==> src/rtl/ls_mem_queue_pkg.sv <==
// Shared types and constants for the load/store memory queue.
// Holds the byte/word/address types, the read/write opcode encoding, the
// packed queue entry layout, the FSM state encoding and a helper that turns a
// requested byte count into the number of bus beats actually performed.
package ls_mem_queue_pkg;

    typedef logic [31:0] word_t;
    typedef logic [31:0] addr_t;
    typedef logic [7:0]  byte_t;

    localparam logic READ_SIGNAL  = 1'b0;
    localparam logic WRITE_SIGNAL = 1'b1;

    // Queue entry: opcode, start address, beat count (1, 2 or 4), store data.
    typedef struct packed {
        logic       oper;
        addr_t      addr;
        logic [2:0] nbytes;
        word_t      data;
    } ls_req_t;

    localparam int LS_REQ_W = 1 + 32 + 3 + 32;

    typedef enum logic [1:0] {
        ST_IDLE = 2'd0,
        ST_RD   = 2'd1,
        ST_WR   = 2'd2
    } ls_state_e;

    // Any size other than 1 or 2 is a full word.
    function automatic logic [2:0] size_to_n(input logic [7:0] size);
        case (size)
            8'd1:    return 3'd1;
            8'd2:    return 3'd2;
            default: return 3'd4;
        endcase
    endfunction

endpackage

==> src/rtl/ls_mem_queue_fifo.sv <==
// ls_req_fifo: in-order storage for pending load/store requests.
// Ports:
//   clk, rst      clock and synchronous active-high reset
//   push/push_req write push_req at the tail (ignored when full)
//   pop           advance the head (ignored when empty)
//   head          entry at the head pointer
//   count         number of stored entries
// Full/empty come from count, so head==tail is never used to decide either.
module ls_req_fifo
    import ls_mem_queue_pkg::*;
#(
    parameter int DEPTH = 16,
    parameter int PTR_W = 4
) (
    input  logic           clk,
    input  logic           rst,
    input  logic           push,
    input  ls_req_t        push_req,
    input  logic           pop,
    output ls_req_t        head,
    output logic [PTR_W:0] count
);

    ls_req_t          mem_q [DEPTH];
    logic [PTR_W-1:0] head_q, head_d;
    logic [PTR_W-1:0] tail_q, tail_d;
    logic [PTR_W:0]   count_q, count_d;
    logic             do_push, do_pop;

    function automatic logic [PTR_W-1:0] ptr_inc(input logic [PTR_W-1:0] p);
        return (p == PTR_W'(DEPTH - 1)) ? '0 : PTR_W'(p + 1'b1);
    endfunction

    always_comb begin
        do_push = push && (count_q < (PTR_W + 1)'(DEPTH));
        do_pop  = pop && (count_q != '0);
        head_d  = do_pop  ? ptr_inc(head_q) : head_q;
        tail_d  = do_push ? ptr_inc(tail_q) : tail_q;
        count_d = count_q;
        if (do_push && !do_pop) begin
            count_d = count_q + 1'b1;
        end else if (!do_push && do_pop) begin
            count_d = count_q - 1'b1;
        end
    end

    always_ff @(posedge clk) begin
        if (rst) begin
            head_q  <= '0;
            tail_q  <= '0;
            count_q <= '0;
        end else begin
            head_q  <= head_d;
            tail_q  <= tail_d;
            count_q <= count_d;
        end
    end

    // Storage needs no reset: count guards every read.
    always_ff @(posedge clk) begin
        if (do_push) begin
            mem_q[tail_q] <= push_req;
        end
    end

    assign head  = mem_q[head_q];
    assign count = count_q;

endmodule

==> src/rtl/ls_mem_queue.sv <==
// ls_mem_queue: memory-side responder for load/store execute requests.
// Requests are queued in order and serialised onto a byte-wide RAM bus.
// Ports:
//   clk, rst     clock, synchronous active-high reset
//   rdy          global ready; low freezes all state and masks mem_wr/finish
//   en_ls        push request (ls_oper, ls_addr, ls_size, ls_data)
//   qsize        accepted but not retired entries, including the active one
//   finish       one-cycle pulse when a read retires; ls_data_out valid
//   ls_data_out  read bytes in address order, last byte in [7:0]
//   mem_din      RAM read byte, valid the cycle after mem_a
//   mem_dout     RAM write byte
//   mem_a        RAM byte address
//   mem_wr       RAM write strobe
module ls_mem_queue
    import ls_mem_queue_pkg::*;
#(
    parameter int QUEEN_SIZE = 16,
    parameter int PTR_W      = 4
) (
    input  logic        clk,
    input  logic        rst,
    input  logic        rdy,
    input  logic        en_ls,
    input  logic        ls_oper,
    input  logic [31:0] ls_addr,
    input  logic [7:0]  ls_size,
    input  logic [31:0] ls_data,
    output logic [31:0] qsize,
    output logic        finish,
    output logic [31:0] ls_data_out,
    input  logic [7:0]  mem_din,
    output logic [7:0]  mem_dout,
    output logic [31:0] mem_a,
    output logic        mem_wr
);

    ls_state_e      state_q, state_d;
    logic [2:0]     k_q, k_d;
    logic [2:0]     n_q, n_d;
    addr_t          addr_q, addr_d;
    word_t          data_q, data_d;
    word_t          sh_q, sh_d;
    word_t          ls_data_out_q, ls_data_out_d;
    logic           finish_q, finish_d;

    ls_req_t        push_req, head;
    logic [PTR_W:0] fifo_count;
    logic           push, pop, busy, issuing;
    word_t          wr_shift;

    assign push_req = '{oper: ls_oper, addr: ls_addr, nbytes: size_to_n(ls_size), data: ls_data};

    ls_req_fifo #(
        .DEPTH (QUEEN_SIZE),
        .PTR_W (PTR_W)
    ) u_fifo (
        .clk      (clk),
        .rst      (rst),
        .push     (push),
        .push_req (push_req),
        .pop      (pop),
        .head     (head),
        .count    (fifo_count)
    );

    // The active entry has already left the fifo but still counts as queued.
    assign busy  = (state_q != ST_IDLE);
    assign qsize = 32'(fifo_count) + 32'(busy);
    assign push  = rdy && en_ls && (qsize < 32'(QUEEN_SIZE));

    always_comb begin
        state_d       = state_q;
        k_d           = k_q;
        n_d           = n_q;
        addr_d        = addr_q;
        data_d        = data_q;
        sh_d          = sh_q;
        ls_data_out_d = ls_data_out_q;
        finish_d      = finish_q;
        pop           = 1'b0;
        if (rdy) begin
            finish_d = 1'b0;
            case (state_q)
                ST_IDLE: begin
                    if (fifo_count != '0) begin
                        pop     = 1'b1;
                        addr_d  = head.addr;
                        data_d  = head.data;
                        n_d     = head.nbytes;
                        k_d     = 3'd0;
                        sh_d    = '0;
                        state_d = (head.oper == WRITE_SIGNAL) ? ST_WR : ST_RD;
                    end
                end
                ST_WR: begin
                    if (k_q == 3'(n_q - 3'd1)) begin
                        state_d = ST_IDLE;
                    end else begin
                        k_d = 3'(k_q + 3'd1);
                    end
                end
                ST_RD: begin
                    // Beat k issues address k and captures the byte addressed
                    // by beat k-1; one extra beat (k==n) collects the last byte.
                    if (k_q != 3'd0) begin
                        sh_d = {sh_q[23:0], mem_din};
                    end
                    if (k_q == n_q) begin
                        ls_data_out_d = {sh_q[23:0], mem_din};
                        finish_d      = 1'b1;
                        state_d       = ST_IDLE;
                    end else begin
                        k_d = 3'(k_q + 3'd1);
                    end
                end
                default: state_d = ST_IDLE;
            endcase
        end
    end

    always_ff @(posedge clk) begin
        if (rst) begin
            state_q       <= ST_IDLE;
            k_q           <= '0;
            n_q           <= '0;
            addr_q        <= '0;
            data_q        <= '0;
            sh_q          <= '0;
            ls_data_out_q <= '0;
            finish_q      <= 1'b0;
        end else begin
            state_q       <= state_d;
            k_q           <= k_d;
            n_q           <= n_d;
            addr_q        <= addr_d;
            data_q        <= data_d;
            sh_q          <= sh_d;
            ls_data_out_q <= ls_data_out_d;
            finish_q      <= finish_d;
        end
    end

    // RAM drive decoded from registered state; the bus idles at zero.
    assign issuing  = (state_q == ST_WR) || ((state_q == ST_RD) && (k_q < n_q));
    assign wr_shift = data_q >> {k_q[1:0], 3'b000};
    assign mem_a    = issuing ? (addr_q + 32'(k_q)) : '0;
    assign mem_dout = (state_q == ST_WR) ? wr_shift[7:0] : '0;
    assign mem_wr   = rdy && (state_q == ST_WR);
    assign finish   = rdy && finish_q;
    assign ls_data_out = ls_data_out_q;

endmodule
==> config.mk <==
export PLATFORM = sky130hd
export DESIGN_NAME = ls_mem_queue
export DESIGN_NICKNAME = d
export VERILOG_FILES = /design/src/rtl/ls_mem_queue_pkg.sv /design/src/rtl/ls_mem_queue_fifo.sv /design/src/rtl/ls_mem_queue.sv
export SDC_FILE = /design/constraint.sdc
export NUM_CORES = 1
export LEC_CHECK = 0
export ABC_AREA = 1
export CAP_MARGIN = 0
export CORE_MARGIN = 3
export CORE_UTILIZATION = 50
export DETAILED_ROUTE_END_ITERATION = 6
export PLACE_DENSITY = 0.75
export SKIP_LAST_GASP = 1
export SYNTH_ARGS = -nofsm -noshare
export SYNTH_HDL_FRONTEND = slang
export SYNTH_HIERARCHICAL = 1
export SYNTH_SLANG_ARGS = --single-unit
==> constraint.sdc <==
create_clock -name clk -period 5.5 [get_ports clk]
set_input_delay 1.1 -clock clk [delete_from_list [all_inputs] [get_ports clk]]
set_output_delay 1.1 -clock clk [all_outputs]
set_load 0.05 [all_outputs]
## Yosys cells after proc, flatten, opt, wreduce, memory -nomap -nowiden

Memory sizes are Yosys's and may differ from the RTL's. A register that Yosys moved wholly into a read port is not among the register bits.
Cells that the tools add are included.

| operators by class | value |
|---|---|
| add/subtract/negate cells | 8 |
| magnitude comparators | 3 |
| equality and inequality tests | 14 |
| shift-type cells | 1 |
| muxes and demuxes | 28 |
| reductions and logical operators | 24 |

Operators with widths:

| operator | number |
|---|---|
| two-way mux 24 bit | 2 |
| case mux 24 bit (2 select lines) | 1 |
| adder 32 x 3 -> 32 bit | 1 |
| two-way mux 32 bit | 1 |
| right shift 32 x 5 -> 8 bit | 1 |
| two-way mux 4 bit | 4 |
| inequality test 2 bit, second input constant | 6 |
| two-way mux 5 bit | 2 |
| logical AND 1 bit | 9 |
| two-way mux 3 bit | 3 |
| case mux 3 bit (3 select lines) | 1 |
| adder 4 x 1 -> 4 bit, second input constant | 2 |
| equality test 4 bit, second input constant | 2 |
| equality test 8 x 1 -> 1 bit, second input constant | 1 |
| equality test 8 x 2 -> 1 bit, second input constant | 1 |
| two-way mux 2 bit | 4 |
| two-way mux 8 bit | 1 |
| AND reduction 4 bit | 2 |
| two-way mux 1 bit | 7 |
| adder 5 x 1 -> 6 bit | 1 |
| equality test 3 bit | 2 |
| less-than comparator 6 x 5 -> 1 bit, second input constant | 1 |
| case mux 2 bit (3 select lines) | 1 |
| case mux 3 bit (2 select lines) | 1 |
| 16 further kinds | 21 |

| word-level totals | value |
|---|---|
| register bits after elaboration | 142 |
| memory bits (writable) | 1,088 |
| input bits | 85 |
| output and inout port bits | 106 |
| logic and storage cells | 90 |
| memories kept | 1 |

Memories:

| memory | words | bits a word | read ports | clocked after Yosys merged registers in | write ports | line | text |
|---|---|---|---|---|---|---|---|
| u_fifo.mem_q | 16 | 68 | 1 | 1 | 1 | ls_mem_queue_fifo.sv:24 | `ls_req_t mem_q [DEPTH];` |

## Longest topological paths before layout

Gate-level depths: netlist of run 1.

| logic depth | value |
|---|---|
| depth in word-level cells | 9 |
| gate-level depth with buffers | 20 |
| depth with buffers taken out | 20 |

## Cells and area by module

The synthesis of run 1 kept the hierarchy.

By module, submodules not included:

| module | times used | cells an instance | area each (µm²) | sequential area each (µm²) |
|---|---|---|---|---|
| ls_req_fifo | 1 | 4,176 | 46,311.9 | 33,011.7 |
| ls_mem_queue | 1 | 963 | 6,672.6 | 2,582.5 |

## Worst setup path after synthesis of run 1

No wires, ideal clock.

| timing path | value |
|---|---|
| path kind | reg-to-reg |
| from | register state_q[0] |
| to | memory u_fifo/mem_q[11][0] (netlist name) (enable) |
| library setup time | 0.495 ns |
| data arrival time | 4.950 ns |
| required time | 5.005 ns |
| setup slack | 0.055 ns |
| stages on the path, launching flop included | 13 |
| path buffers | 0 |
| clock period less this slack | 5.445 ns |
| cells stage by stage | dfxtp_1 -> inv_1 -> ha_1 -> inv_1 -> ha_1 -> ha_1 -> nand3_1 -> xor2_1 -> nor3_1 -> inv_1 -> nor2_2 -> nand3_1 -> nor2_1 |

| between the ends | value |
|---|---|
| word-level cells in the longest chain between the ends | 7 |

Ends and longest elaborated chain:

| element | line | text |
|---|---|---|
| from (decl) | ls_mem_queue.sv:37 | `ls_state_e state_q, state_d;` |
| from (signal assigned) | ls_mem_queue.sv:132 | `state_q <= state_d;` |
| nonzero test 2 bit | ls_mem_queue.sv:67 | `assign busy = (state_q != ST_IDLE);` |
| adder 5 x 1 -> 6 bit | ls_mem_queue.sv:68 | `assign qsize = 32'(fifo_count) + 32'(busy);` |
| named net qsize[4] | ls_mem_queue.sv:28 | `output logic [31:0] qsize,` |
| less-than comparator 6 x 5 -> 1 bit | ls_mem_queue.sv:69 | `assign push = rdy && en_ls && (qsize < 32'(QUEEN_SIZE));` |
| logical AND 1 bit | ls_mem_queue.sv:69 |  |
| named net push | ls_mem_queue.sv:48 | `logic push, pop, busy, issuing;` |
| logical AND 1 bit | ls_mem_queue_fifo.sv:35 | `do_push = push && (count_q < (PTR_W + 1)'(DEPTH));` |
| named net u_fifo.do_push | ls_mem_queue_fifo.sv:28 | `logic do_push, do_pop;` |
| two-way mux 1 bit | ls_mem_queue_fifo.sv:61 | `if (do_push) begin` |
| two-way mux 1 bit (implied by the code) | ls_mem_queue_fifo.sv:62 | `mem_q[tail_q] <= push_req;` |
| to (decl) | ls_mem_queue_fifo.sv:24 |  |

The timed path passes the listed nets, and every way through them passes these cells.

## Worst setup path after layout of run 1

| timing path | value |
|---|---|
| from | register k_q[0] |
| to | output port mem_a[13] |

| between the ends | value |
|---|---|
| word-level cells in the longest chain between the ends | 4 |
| elaborated cells on any way between the ends | 5 |
| those cells by class | add/sub (1); order compare (1); mux (1); reduce/logical (2) |

Ends and longest elaborated chain:

| element | line | text |
|---|---|---|
| from (decl) | ls_mem_queue.sv:38 | `logic [2:0] k_q, k_d;` |
| from (signal assigned) | ls_mem_queue.sv:133 | `k_q <= k_d;` |
| parallel branches: the longest is 3 deep, another holds adder 32 x 3 -> 32 bit | - |  |
| two-way mux 32 bit (*) | ls_mem_queue.sv:146 | `assign mem_a = issuing ? (addr_q + 32'(k_q)) : '0;` |
| to (decl) | ls_mem_queue.sv:33 | `output logic [31:0] mem_a,` |

Mark *: on every way between the ends.

==> results of run 1 <==
logic make-up (layout without fill, tap and decap cells):
logic type      Yosys count  after routing  synth area share (%)
other cells               1             29               0.00708
compound gates          330            330                  3.24
buf+inv                 692            836                  6.57
xor+xnor                 13             13                 0.215
fa+ha+maj                26             26                 0.642
simple gates           2843           2843                  22.1
flops                  1234           1234                  67.2
cell usage in the layout, fill, tap and decap left out, types with 20 or more instances in the layout:
cell | Yosys | routed
nand2_1 | 1774 | 1774
edfxtp_1 | 1088 | 1088
nand3_1 | 577 | 577
inv_1 | 374 | 374
nor2_1 | 379 | 363
o21ai_0 | 210 | 210
clkdlybuf4s50_1 | 0 | 164
dfxtp_1 | 146 | 141
clkbuf_16 | 0 | 123
a21oi_1 | 70 | 70
nand2_2 | 65 | 65
buf_4 | 45 | 36
clkinv_1 | 0 | 31
o21ai_1 | 30 | 30
conb_1 | 1 | 26
ha_1 | 24 | 24
clkinv_2 | 1 | 23
clkbuf_1 | 67 | 22
buf_12 | 8 | 21
nor2_4 | 4 | 20
final timing paths:
kind                                        endpoint  slack (ns)  cells past startpoint
worst max-delay path                       mem_a[13]        0.56                      7
worst min-delay path                 ls_data_out[17]        0.46                      2
worst max register to register  u_fifo/mem_q[10][22]        1.66                     13
worst min register to register       ls_data_out[17]        0.46                      2
area by class of cell:
cell class	count	area (sq um)
Fill cell	8319	45200
Sequential cell	1234	35600
Multi-Input combinational cell	3238	14100
Clock buffer	148	3200
Timing Repair Buffer	221	2330
Tap cell	1380	1730
Inverter	391	1510
Clock inverter	76	659
Antenna cell	3	7.51
layer usage:
| metal | share of wire, % | global-route usage [%] |
|---|---|---|
| met5 | 0.041 | 0 |
| met4 | 2.8 | 8.35 |
| met3 | 9.3 | 4.17 |
| met2 | 48 | 39.3 |
| met1 | 40 | 32.7 |
power by group through the flow:
stage | clock network [uW] | registers (uW) | logic [uW]
2_1_floorplan | 0 | 11300 | 6300
3_3_place_gp | 0 | 11400 | 8040
3_5_place_dp | 0 | 11400 | 8190
4_1_cts | 8180 | 11200 | 8260
5_1_grt | 8540 | 11300 | 9220
6_report | 8080 | 11200 | 8320
per-stage QoR:
stage | hold WS, ns | total power, uW | area [sq um] | cells | util (%)
floorplan | 0.439 | 17600 | 53100 | 5164 | -
CTS | 0.457 | 27600 | 59200 | 6688 | 56.7
finish | 0.456 | 27600 | 59200 | 6691 | 56.7
detailed placement | 0.463 | 19600 | 55300 | 6464 | 53.0
global placement | 0.453 | 19400 | 55300 | 6464 | 53.0
global route | 0.486 | 29000 | 59200 | 6691 | 56.7
worst max-delay path, stage by stage (launching register included):
cell             delay (ns)
dfxtp_1                0.33
inv_1                  0.50
ha_1                   0.27
o211ai_1               0.10
nand2_1                0.39
inv_1                  0.42
nor3_1                 0.30
clkdlybuf4s50_1        0.85
registers in the layout (all words and copies together), names as in the netlist, named ones only:
name           flops
sh_q              24
k_q                3
addr_q            32
finish_q           1
u_fifo/mem_q    1088
u_fifo/head_q      4
u_fifo/tail_q      4
n_q                3
u_fifo/count       5
state_q            2
ls_data_out       32
data_q            32
==> results.py, run 1 <==
metrics = {
    "power_and_ir_drop": {
        "p_int_uw": 17700,
        "seqPwrFrac_pct": 40.6,
        "power.leakage_uw": 0.0231,
        "power_frac_comb_pct": 30.1,
        "peakVddDrop_uv": 523,
        "p_sw_uw": 9920,
        "clkPwrFrac_pct": 29.3,
        "p_per_area_mw_per_mm2": 467,
        "swShare_pct": 35.9,
    },
    "drt": {
        "wl_mm": 135,
        "drtIter0Drc": 4341,
        "antenna_left": 0,
        "dr.pass1.iters": 6,
        "vias": 36800,
        "drcViolationCount": 0,
        "wl_per_cell_um": 20.2,
        "vias_per_cell": 5.51,
    },
    "synthesis": {
        "ys_top_cells_by_area": "edfxtp_1 (62%), nand2_1 (13%), dfxtp_1 (5.5%)",
        "avgSynthCellArea_sq_um": 10.3,
        "yosysSeqAreaShare_pct": 67.2,
        "synth-async-reset-ratio_pct": 0,
        "synth_edf_count": 1088,
        "ys_ff_latch": 1234,
        "synthesis.area_sq_mm": 0.0530,
        "ys.flop_type": "edfxtp_1",
        "yosysMostFrequentCell": "nand2_1",
        "ys_warn_count": 6,
        "synthCells": 5139,
        "synthDistinctLibCells": 40,
        "synth_top_area_share_pct": 61.7,
        "yosysTopAreaCell": "edfxtp_1",
        "synth_commonest_cells": "nand2_1 (1774), edfxtp_1 (1088), nand3_1 (577)",
    },
    "sta": {
        "fin_ws_ns": 0.555,
        "fin_crit_sh_pct": 89.9,
        "slew_headroom_pct": 24.8,
        "drv_slew": 0,
        "rsz0062_at_grt": "false",
        "tightest_slew_ns": 1.13,
        "fmax_ghz": 0.202,
        "finalSetupTns_ns": 0,
        "hold_violations": 0,
        "finalSetupViolations": 0,
        "finClkSkew_ns": 0.0416,
        "min_period_ns": 4.94,
    },
    "global_routing": {
        "overflow": 0,
        "grt_usage_pct": 24.1,
        "grt_max_degree": 197,
        "grt_pass1_wl_mm": 209,
        "grt_pass1_vias": 35500,
        "antenna_found_initial": 7,
    },
    "floorplan": {
        "ioPinCount": 191,
        "dieArea_sq_mm": 0.110,
        "die_h_um": 332,
        "fp-row-count": 118,
        "die_w_um": 332,
        "initial_utilization_pct": 50.8,
        "core_sq_mm": 0.104,
    },
    "cts": {
        "clkTransAtPathRegs_ns": 0.06,
        "insertion_delay_ns": 0.70,
        "postCtsSetupRepairBufs": 0,
        "clockBufferDepth": 3,
        "clockRootBuffer": "clkbuf_16",
        "cts_buffers": 120,
        "h-tree-depth": 3,
        "cts-resized-gates": 0,
        "cts.sinks": 1234,
        "cts_tree": "yes",
        "hold_buffers": 0,
    },
    "final_layout": {
        "nNetsFinal": 5317,
        "area_growth_pct": 11.7,
        "drive_gt1_share_pct": 6.90,
    },
    "setup_path": {
        "cp.required_ns": 4.40,
        "r2r_start": "state_q[0]",
        "end_kind": "output pin",
        "startpoint": "k_q[0]",
        "cp_data_arrival_time_ns": 3.84,
        "cp-start-kind": "flip-flop",
        "crit_path_max_fanout": 20,
        "crit_type": "reg -> out",
    },
    "status": {
        "status": "complete, no violations",
    },
    "worst_hold_path": {
        "min_path_type": "reg -> reg",
        "hp-start": "sh_q[9]",
    },
    "placement": {
        "port-buffer-count": 164,
        "gp_congestion": 0.842,
        "place_ws_ns": 1.00,
        "hpwl_mm": 74.6,
    },
    "run": {
        "maxCapViolCount": 0,
    },
}
(Power assumes the default switching activity.)
==> inputs of run 2 (changes only) <==
--- a/config.mk
+++ b/config.mk
@@ -12,6 +12,7 @@
 export DETAILED_ROUTE_END_ITERATION = 6
 export PLACE_DENSITY = 0.75
 export SKIP_LAST_GASP = 1
+export SLEW_MARGIN = 20
 export SYNTH_ARGS = -nofsm -noshare
 export SYNTH_HDL_FRONTEND = slang
 export SYNTH_HIERARCHICAL = 1
==> results of run 2 <==
The final DEF is identical to that of run 1; final timing and power are the same.
